### src/rtl/pc_unit.sv
// Program-counter unit: registered fetch PC with exception/return/redirect/stall
// priority selection and a circular return-address stack for call/return.
module pc_unit #(
  parameter int unsigned    W         = 32,
  parameter int unsigned    STEP      = 4,
  parameter logic [W-1:0]   RESET_VEC = '0,
  parameter logic [W-1:0]   EXC_VEC   = W'('h80),
  parameter int unsigned    RAS_DEPTH = 4
) (
  input  logic                           clk,
  input  logic                           reset,
  input  logic                           stall,
  input  logic                           redirect_valid,
  input  logic [W-1:0]                   redirect_target,
  input  logic                           call_valid,
  input  logic                           ret_valid,
  input  logic                           exc_valid,
  output logic [W-1:0]                   pc_out,
  output logic                           pc_valid,
  output logic [$clog2(RAS_DEPTH+1)-1:0] ras_count,
  output logic                           ras_err,
  output logic                           dbg_state
);

  localparam int unsigned CW = $clog2(RAS_DEPTH + 1);
  localparam int unsigned PW = (RAS_DEPTH > 1) ? $clog2(RAS_DEPTH) : 1;

  localparam logic [W-1:0]  STEP_V     = W'(STEP);
  localparam logic [W-1:0]  ALIGN_MASK = ~(STEP_V - W'(1));
  localparam logic [CW-1:0] CNT_FULL   = CW'(RAS_DEPTH);
  localparam logic [PW-1:0] PTR_LAST   = PW'(RAS_DEPTH - 1);

  // Handshake: pc_out is a fetch address whenever pc_valid is high. There is no
  // back-pressure from fetch; stall is the only way to hold the PC.
  typedef enum logic {
    ST_WAKE = 1'b0,
    ST_RUN  = 1'b1
  } state_t;

  state_t          r_state;
  state_t          w_state_next;

  logic [W-1:0]    r_pc;
  logic [CW-1:0]   r_count;
  logic [PW-1:0]   r_top;
  logic            r_err;
  logic [W-1:0]    r_ras [RAS_DEPTH];

  logic [W-1:0]    w_pc_next;
  logic [CW-1:0]   w_count_next;
  logic [PW-1:0]   w_top_next;
  logic            w_err_next;
  logic            w_push_en;
  logic [PW-1:0]   w_push_idx;
  logic [W-1:0]    w_push_val;
  logic [W-1:0]    w_seq_pc;
  logic [W-1:0]    w_target;
  logic [W-1:0]    w_ras_top;
  logic            w_call;
  logic            w_ras_empty;
  logic            w_ras_full;
  logic [PW-1:0]   w_top_inc;
  logic [PW-1:0]   w_top_dec;

  function automatic logic [PW-1:0] ptr_inc(input logic [PW-1:0] p);
    return (p == PTR_LAST) ? '0 : p + PW'(1);
  endfunction

  function automatic logic [PW-1:0] ptr_dec(input logic [PW-1:0] p);
    return (p == '0) ? PTR_LAST : p - PW'(1);
  endfunction

  assign w_seq_pc    = r_pc + STEP_V;
  assign w_target    = redirect_target & ALIGN_MASK;
  assign w_ras_top   = r_ras[r_top] & ALIGN_MASK;
  assign w_call      = call_valid & redirect_valid;
  assign w_ras_empty = (r_count == '0);
  assign w_ras_full  = (r_count == CNT_FULL);
  assign w_top_inc   = ptr_inc(r_top);
  assign w_top_dec   = ptr_dec(r_top);
  assign w_push_val  = w_seq_pc;

  // State register: the first edge after reset release only raises pc_valid.
  always_ff @(posedge clk or posedge reset) begin
    if (reset) begin
      r_state <= ST_WAKE;
    end else begin
      r_state <= w_state_next;
    end
  end

  always_comb begin
    w_state_next = r_state;
    w_pc_next    = r_pc;
    w_count_next = r_count;
    w_top_next   = r_top;
    w_err_next   = 1'b0;
    w_push_en    = 1'b0;
    w_push_idx   = w_top_inc;

    case (r_state)
      ST_WAKE: begin
        w_state_next = ST_RUN;
      end

      ST_RUN: begin
        if (exc_valid) begin
          w_pc_next    = EXC_VEC;
          w_count_next = '0;
        end else if (ret_valid) begin
          if (!w_ras_empty) begin
            w_pc_next = w_ras_top;
            if (w_call) begin
              // Call+return swaps the top entry in place; depth is unchanged.
              w_push_en  = 1'b1;
              w_push_idx = r_top;
            end else begin
              w_top_next   = w_top_dec;
              w_count_next = r_count - CW'(1);
            end
          end else begin
            w_pc_next  = redirect_valid ? w_target : r_pc;
            w_err_next = 1'b1;
            if (w_call) begin
              w_push_en    = 1'b1;
              w_push_idx   = w_top_inc;
              w_top_next   = w_top_inc;
              w_count_next = CW'(1);
            end
          end
        end else if (redirect_valid) begin
          w_pc_next = w_target;
          if (w_call) begin
            // A push into a full stack lands on the oldest slot (circular).
            w_push_en  = 1'b1;
            w_push_idx = w_top_inc;
            w_top_next = w_top_inc;
            if (w_ras_full) begin
              w_err_next = 1'b1;
            end else begin
              w_count_next = r_count + CW'(1);
            end
          end
        end else if (stall) begin
          w_pc_next = r_pc;
        end else begin
          w_pc_next = w_seq_pc;
        end
      end

      default: begin
        w_state_next = ST_WAKE;
      end
    endcase
  end

  always_ff @(posedge clk or posedge reset) begin
    if (reset) begin
      r_pc    <= RESET_VEC;
      r_count <= '0;
      r_top   <= '0;
      r_err   <= 1'b0;
    end else begin
      r_pc    <= w_pc_next;
      r_count <= w_count_next;
      r_top   <= w_top_next;
      r_err   <= w_err_next;
    end
  end

  always_ff @(posedge clk or posedge reset) begin
    if (reset) begin
      for (int i = 0; i < int'(RAS_DEPTH); i++) begin
        r_ras[i] <= '0;
      end
    end else if (w_push_en) begin
      r_ras[w_push_idx] <= w_push_val;
    end
  end

  assign pc_out    = r_pc;
  assign pc_valid  = (r_state == ST_RUN);
  assign ras_count = r_count;
  assign ras_err   = r_err;
  assign dbg_state = r_state;

endmodule

### config.mk
export PLATFORM = sky130hd
export DESIGN_NAME = pc_unit
export DESIGN_NICKNAME = d
export VERILOG_FILES = /design/src/rtl/pc_unit.sv
export SDC_FILE = /design/constraint.sdc
export NUM_CORES = 1
export LEC_CHECK = 0
export CORE_ASPECT_RATIO = 0.6
export CORE_MARGIN = 2
export CORE_UTILIZATION = 37
export DETAILED_ROUTE_END_ITERATION = 7
export PLACE_DENSITY = 0.68
export SETUP_SLACK_MARGIN = 0.15
export SLEW_MARGIN = 30
export SYNTH_ARGS = -nofsm -noshare
export SYNTH_HDL_FRONTEND = slang
export SYNTH_SLANG_ARGS = --single-unit
### constraint.sdc
create_clock -name clk -period 9.9 [get_ports clk]
set_input_delay 1.98 -clock clk [delete_from_list [all_inputs] [get_ports clk]]
set_output_delay 1.98 -clock clk [all_outputs]
set_load 0.02 [all_outputs]
==> reports/qor.csv, run 1 <==
metric,value,unit
setup_violations,0,
drt_iter0_drc,701,
max_freq,0.2172,GHz
cts_buffers,17,
syn_inst,845,
postCtsSetupBuffers,0,
avgRoutedWirePerCell,18.94,um
antenna_found_initial,0,
tightest_slew,0.9839,ns
fin_tns_setup,0,ns
cts.clk_slew.worst_paths,0.06,ns
drt_wl_total,22440,um
syn2layout_area_growth,18.08,%
critPathMaxStageDelay,0.58,ns
synth_area,8195,um^2
crit_chain,clkdlybuf4s50_1 > buf_4 > clkinv_1 > nor4_1 > o21a_2 > buf_4 > nor2_1 > a21oi_1,
vias,6705,
ys_ff_latch,157,
report.final.slew_viol_count,0,
power.density,249.3,nW/um^2
die_h,119.3,um
slew_headroom,34.41,%
cts.sinks,157,
postCtsHoldBufs,0,
status,finished clean,
hp-class,flip-flop to flip-flop,
crit_type,input port to flip-flop,
antenna_left,0,
rsz0062_at_grt,false,
final-hold-violation-count,0,
dr.pass1.iters,7,
ys_seq_area_share,47.94,%
cellLeakagePower,3.990,nW
grt_max_degree,93,
arrival,4.95,ns
cp.required,10.25,ns
synth_top_cell_by_area,dfrtp_1,
path_max_fanout,42,
synth_area_per_cell,9.699,um^2
crit_path_end_kind,flip-flop,
yosys_warnings,0,
fin_crit,4.604,ns
ios,77,
antenna_cells,0,
dieArea,23400,um^2
drive_gt1_share,10.57,%
yosys-top-cells-area,"dfrtp_1, mux4_2, o21ai_0",
die_w,196.1,um
grtUsageTotal,20.18,%
cts_tree,done,
fin_crit_sh,46.50,%
synth.distinct_cells,57,
worstSetupStartpointType,input port,
drcViolationCount,0,
yosys.area.top_type_share,47.94,%
vias_per_cell,5.658,
place_congestion,0.8442,
skew,0.005822,ns
cp_slowest_cell,clkinv_1,
path_common_cell,buf_4,
ir_worst_vdd,0.1320,mV
cts_resized,0,
grt_pass1_wl,36460,um
synth_edf_count,0,
insertion_delay,0.43,ns
async_reset_ff_share,100.0,%
clock-root-buffer,clkbuf_16,
htreeDepth,4,
core_area,21910,um^2
numPortBuffers,72,
holdWs,0.4791,ns
layout.nets,933,
start_util,37.40,%
grt_pass1_vias,6429,
cts_buffer_depth,2,
drv_cap,0,
place_hpwl,14510,um
synth-main-ff-cell,dfrtp_1,
rows,42,
overflow,0,
-- path summary, 6_finish.rpt --
check / slack (ns) / endpoint / startpoint / depth (start not counted)
worst max register to register: 6.63 / r_ras[16] / r_top[0] / 9
max in group asynchronous: 6.47 / r_ras[43] / reset / 3
worst min-delay path: 0.48 / r_ras[80] / r_ras[80] / 2
worst max-delay path: 5.30 / r_ras[58] / ret_valid / 8
min in group asynchronous: 2.10 / r_ras[94] / reset / 2
worst min register to register: 0.48 / r_ras[80] / r_ras[80] / 2
-- area by class of cell --
class,instances,area [um^2]
Inverter,15,61.31
Fill cell,2056,12240
Clock buffer,23,478.0
Sequential cell,157,3931
Tap cell,286,357.8
Clock inverter,7,41.29
Timing Repair Buffer,86,823.3
Multi-Input combinational cell,611,3984
-- cells in the mapped netlist, types with 10 or more instances --
library cell,instances
o2bb2ai_1,10
nand3_1,17
and3_1,11
clkbuf_1,34
mux4_2,30
o21ai_0,117
buf_2,23
inv_1,14
xnor2_1,18
nand4_1,10
dfrtp_1,157
xor2_1,10
nor2_1,66
a21oi_1,59
a22o_1,16
nand2_1,125
-- through the flow --
| step | util, % | area [um^2] | cells | power [W] | worst slack (ns) |
|---|---|---|---|---|---|
| after detailed placement | 41.77 | 9153 | 1154 | 0.001821 | 4.916 |
| after floorplan | - | 8199 | 846 | 0.001554 | 3.685 |
| final | 44.16 | 9677 | 1185 | 0.002412 | 5.296 |
| after global placement | 41.77 | 9153 | 1154 | 0.001791 | 4.937 |
| after global routing | 44.16 | 9677 | 1185 | 0.002558 | 5.137 |
| after CTS | 44.14 | 9672 | 1184 | 0.002415 | 5.358 |
-- power by group --
group / leakage (nW) / switching [W] / internal [W]
Clock: 0.258 / 0.000258 / 0.000336
Combinational: 1.64 / 0.000440 / 0.000370
Sequential: 2.09 / 0.000159 / 0.000849
Total: 3.99 / 0.000857 / 0.00155
-- critical path: cells and delay by family --
| family | cells | cell delay [ns] |
|---|---|---|
| buffers and inverters | 4 | 1.83 |
| and+or+nand+nor | 2 | 0.54 |
| AOI/OAI and AO/OA | 2 | 0.57 |
-- state kept, by name, indices dropped and copies added, names as in the netlist --
| name | count |
|---|---|
| pc_out | 30 |
| r_ras | 120 |
| ras_err | 1 |
| r_top | 2 |
| dbg_state | 1 |
| ras_count | 3 |
-- cells by family after synthesis --
logic type	Yosys count	synth area share, %
and+or+nand+nor	273	15.68
DFF	157	47.94
adders and majority gates	6	0.9160
xor gates and xnor gates	28	2.992
AOI/OAI and AO/OA	264	19.13
muxes	37	9.176
other	2	0.09164
buffers and inverters	78	4.076
-- routing by layer --
layer | global-route usage [%] | wire length (um)
met3 | 3.908 | 1486
met1 | 30.14 | 10740
met5 | 0 | 0
met4 | 6.345 | 274
met2 | 29.47 | 9942
-- placed cells by master (no fill, tap or decap), types with 7 or more instances in the layout --
master,count
a21oi_1,58
inv_1,13
mux4_2,30
a22o_1,16
nor3_1,7
dfrtp_1,155
nand3_1,17
nor4_1,8
nand4_1,10
and3_1,11
nand2_1,125
a22oi_1,7
o2bb2ai_1,10
xnor2_1,18
clkbuf_16,17
clkdlybuf4s50_1,72
nor2_1,66
buf_4,13
o21ai_0,117
xor2_1,10
a21o_1,7
No activity file was read; power rests on OpenSTA's default activity.
==> inputs of run 2 (changes only) <==
Clock period 9.9 ns to 4.5 ns, I/O delays scaled along.
==> run 2 against run 1 <==
Against the previous run: sequential cell count unchanged; sequential power increased by 120%; die area unchanged; clock power increased by 140%; register-to-register slack got worse by 5.3 ns; clock skew increased by 0.0014 ns; final area increased by 1.9%; cell count increased by 0.93%; largest power group unchanged; worst hold slack about the same.
==> reports/qor.csv, run 2 (synthesized netlist as in run 1, its figures left out) <==
metric,value,unit
vias_per_cell,5.675,
regArea,3931,um^2
postCtsHoldBufs,0,
status,finished clean,
path_max_fanout,27,
vias,6787,
drcViolationCount,0,
design_area,9858,um^2
crit_type,input port to flip-flop,
cp.required,4.80,ns
ir_worst_vdd,0.3360,mV
insertion_delay,0.42,ns
critPathMaxStageDelay,0.82,ns
clock-root-buffer,clkbuf_16,
crit_path_end_kind,flip-flop,
core_area,21910,um^2
hp-class,flip-flop to flip-flop,
drt_wl_total,22560,um
antenna_found_initial,0,
rows,42,
drt_iter0_drc,600,
numPortBuffers,72,
avgRoutedWirePerCell,18.86,um
layout_commonest_cell,dfrtp_1,
final-hold-violation-count,0,
dieArea,23400,um^2
cts.clk_slew.worst_paths,0.06,ns
tightest_slew,0.9645,ns
fillers,2035,
grt_pass1_vias,6591,
cts_tree,done,
cellLeakagePower,4.075,nW
cp_slowest_cell,o211ai_1,
htreeDepth,4,
grtUsageTotal,20.23,%
multi_input_area,3980,um^2
crit_chain,clkdlybuf4s50_1 > buf_4 > nand3b_1 > o211ai_1 > nor2_1 > o21a_1 > a221o_1,
grt_pass1_wl,36610,um
slew_headroom,35.42,%
cts_resized,0,
fin_crit,3.179,ns
cts.sinks,157,
layout.nets,943,
rsz0062_at_grt,false,
ios,77,
dr.pass1.iters,5,
postCtsSetupBuffers,0,
skew,0.007207,ns
final_cell_mix,"dfrtp_1, nand2_1, o21ai_0, clkdlybuf4s50_1, nor2_1",
max_freq,0.3145,GHz
largest_register_ffs,120,
syn2layout_area_growth,20.29,%
die_h,119.3,um
report.final.slew_viol_count,0,
drive_gt1_share,11.65,%
overflow,0,
grt_max_degree,84,
worstSetupStartpointType,input port,
setup_violations,0,
fin_tns_setup,0,ns
arrival,3.48,ns
start_util,37.40,%
fin_crit_sh,70.65,%
cts_buffer_depth,2,
power.density,553.3,nW/um^2
drv_cap,0,
place_hpwl,15500,um
antenna_left,0,
antenna_cells,0,
cts_buffers,17,
top_register,r_ras,
holdWs,0.4787,ns
placed_area,9255,um^2
place_congestion,0.8107,
die_w,196.1,um
-- run 2: changes by cell type in the layout (fill, tap and decap cells not counted), sizes merged --
cell | previous run | this run
buf | 14 | 24
bufinv | 0 | 2
clkinv | 7 | 5
clkinvlp | 1 | 4
clkbuf | 23 | 21
-- run 2: metrics by stage --
step / power, W / instances / utilization (%) / worst slack [ns]
finish: 0.005454 / 1196 / 44.99 / 1.321
global route: 0.005790 / 1196 / 44.99 / 1.130
CTS: 0.005467 / 1195 / 44.86 / 1.236
detailed placement: 0.004035 / 1164 / 42.23 / 0.9466
global placement: 0.003962 / 1163 / 42.11 / 0.9673
floorplan: 0.003420 / 846 / - / 1.613
-- run 2: per-layer routing --
| layer | share of wire (%) | global-route usage [%] | up-vias |
|---|---|---|---|
| met4 | 1.2 | 5.303 | 0 |
| met1 | 48 | 29.94 | 3334 |
| li1 | - | - | 3159 |
| met5 | 0 | 0 | - |
| met3 | 8.0 | 5.324 | 24 |
| met2 | 43 | 29.29 | 270 |
-- run 2: power breakdown --
part	internal (W)	leakage [nW]	switching, W
Clock	0.000842	0.275	0.000576
Combinational	0.000827	1.71	0.000940
Sequential	0.00187	2.09	0.000401
-- run 2: final timing paths --
| kind | start | endpoint | slack (ns) | depth (start not counted) |
|---|---|---|---|---|
| setup / recovery | ret_valid | pc_out[12] | 1.32 | 7 |
| max in group asynchronous | reset | r_top[0] | 2.79 | 3 |
| setup reg to reg | r_top[0] | r_ras[67] | 1.38 | 6 |
| min in group asynchronous | reset | r_ras[94] | 0.87 | 2 |
| hold / removal | r_ras[83] | r_ras[83] | 0.48 | 2 |
| hold reg to reg | r_ras[83] | r_ras[83] | 0.48 | 2 |
-- run 2: cell type report --
| class | count | area share (%) |
|---|---|---|
| Clock buffer | 21 | 4.671 |
| Sequential cell | 157 | 39.88 |
| Inverter | 15 | 0.6092 |
| Clock inverter | 10 | 1.168 |
| Timing Repair Buffer | 96 | 9.671 |
| Multi-Input combinational cell | 611 | 40.37 |
| Tap cell | 286 | 3.630 |
-- run 2: critical path, delay by kind of cell --
family / cells / cell delay, ns
compound gates: 3 / 1.29
buf+inv: 2 / 0.80
simple gates: 2 / 0.49
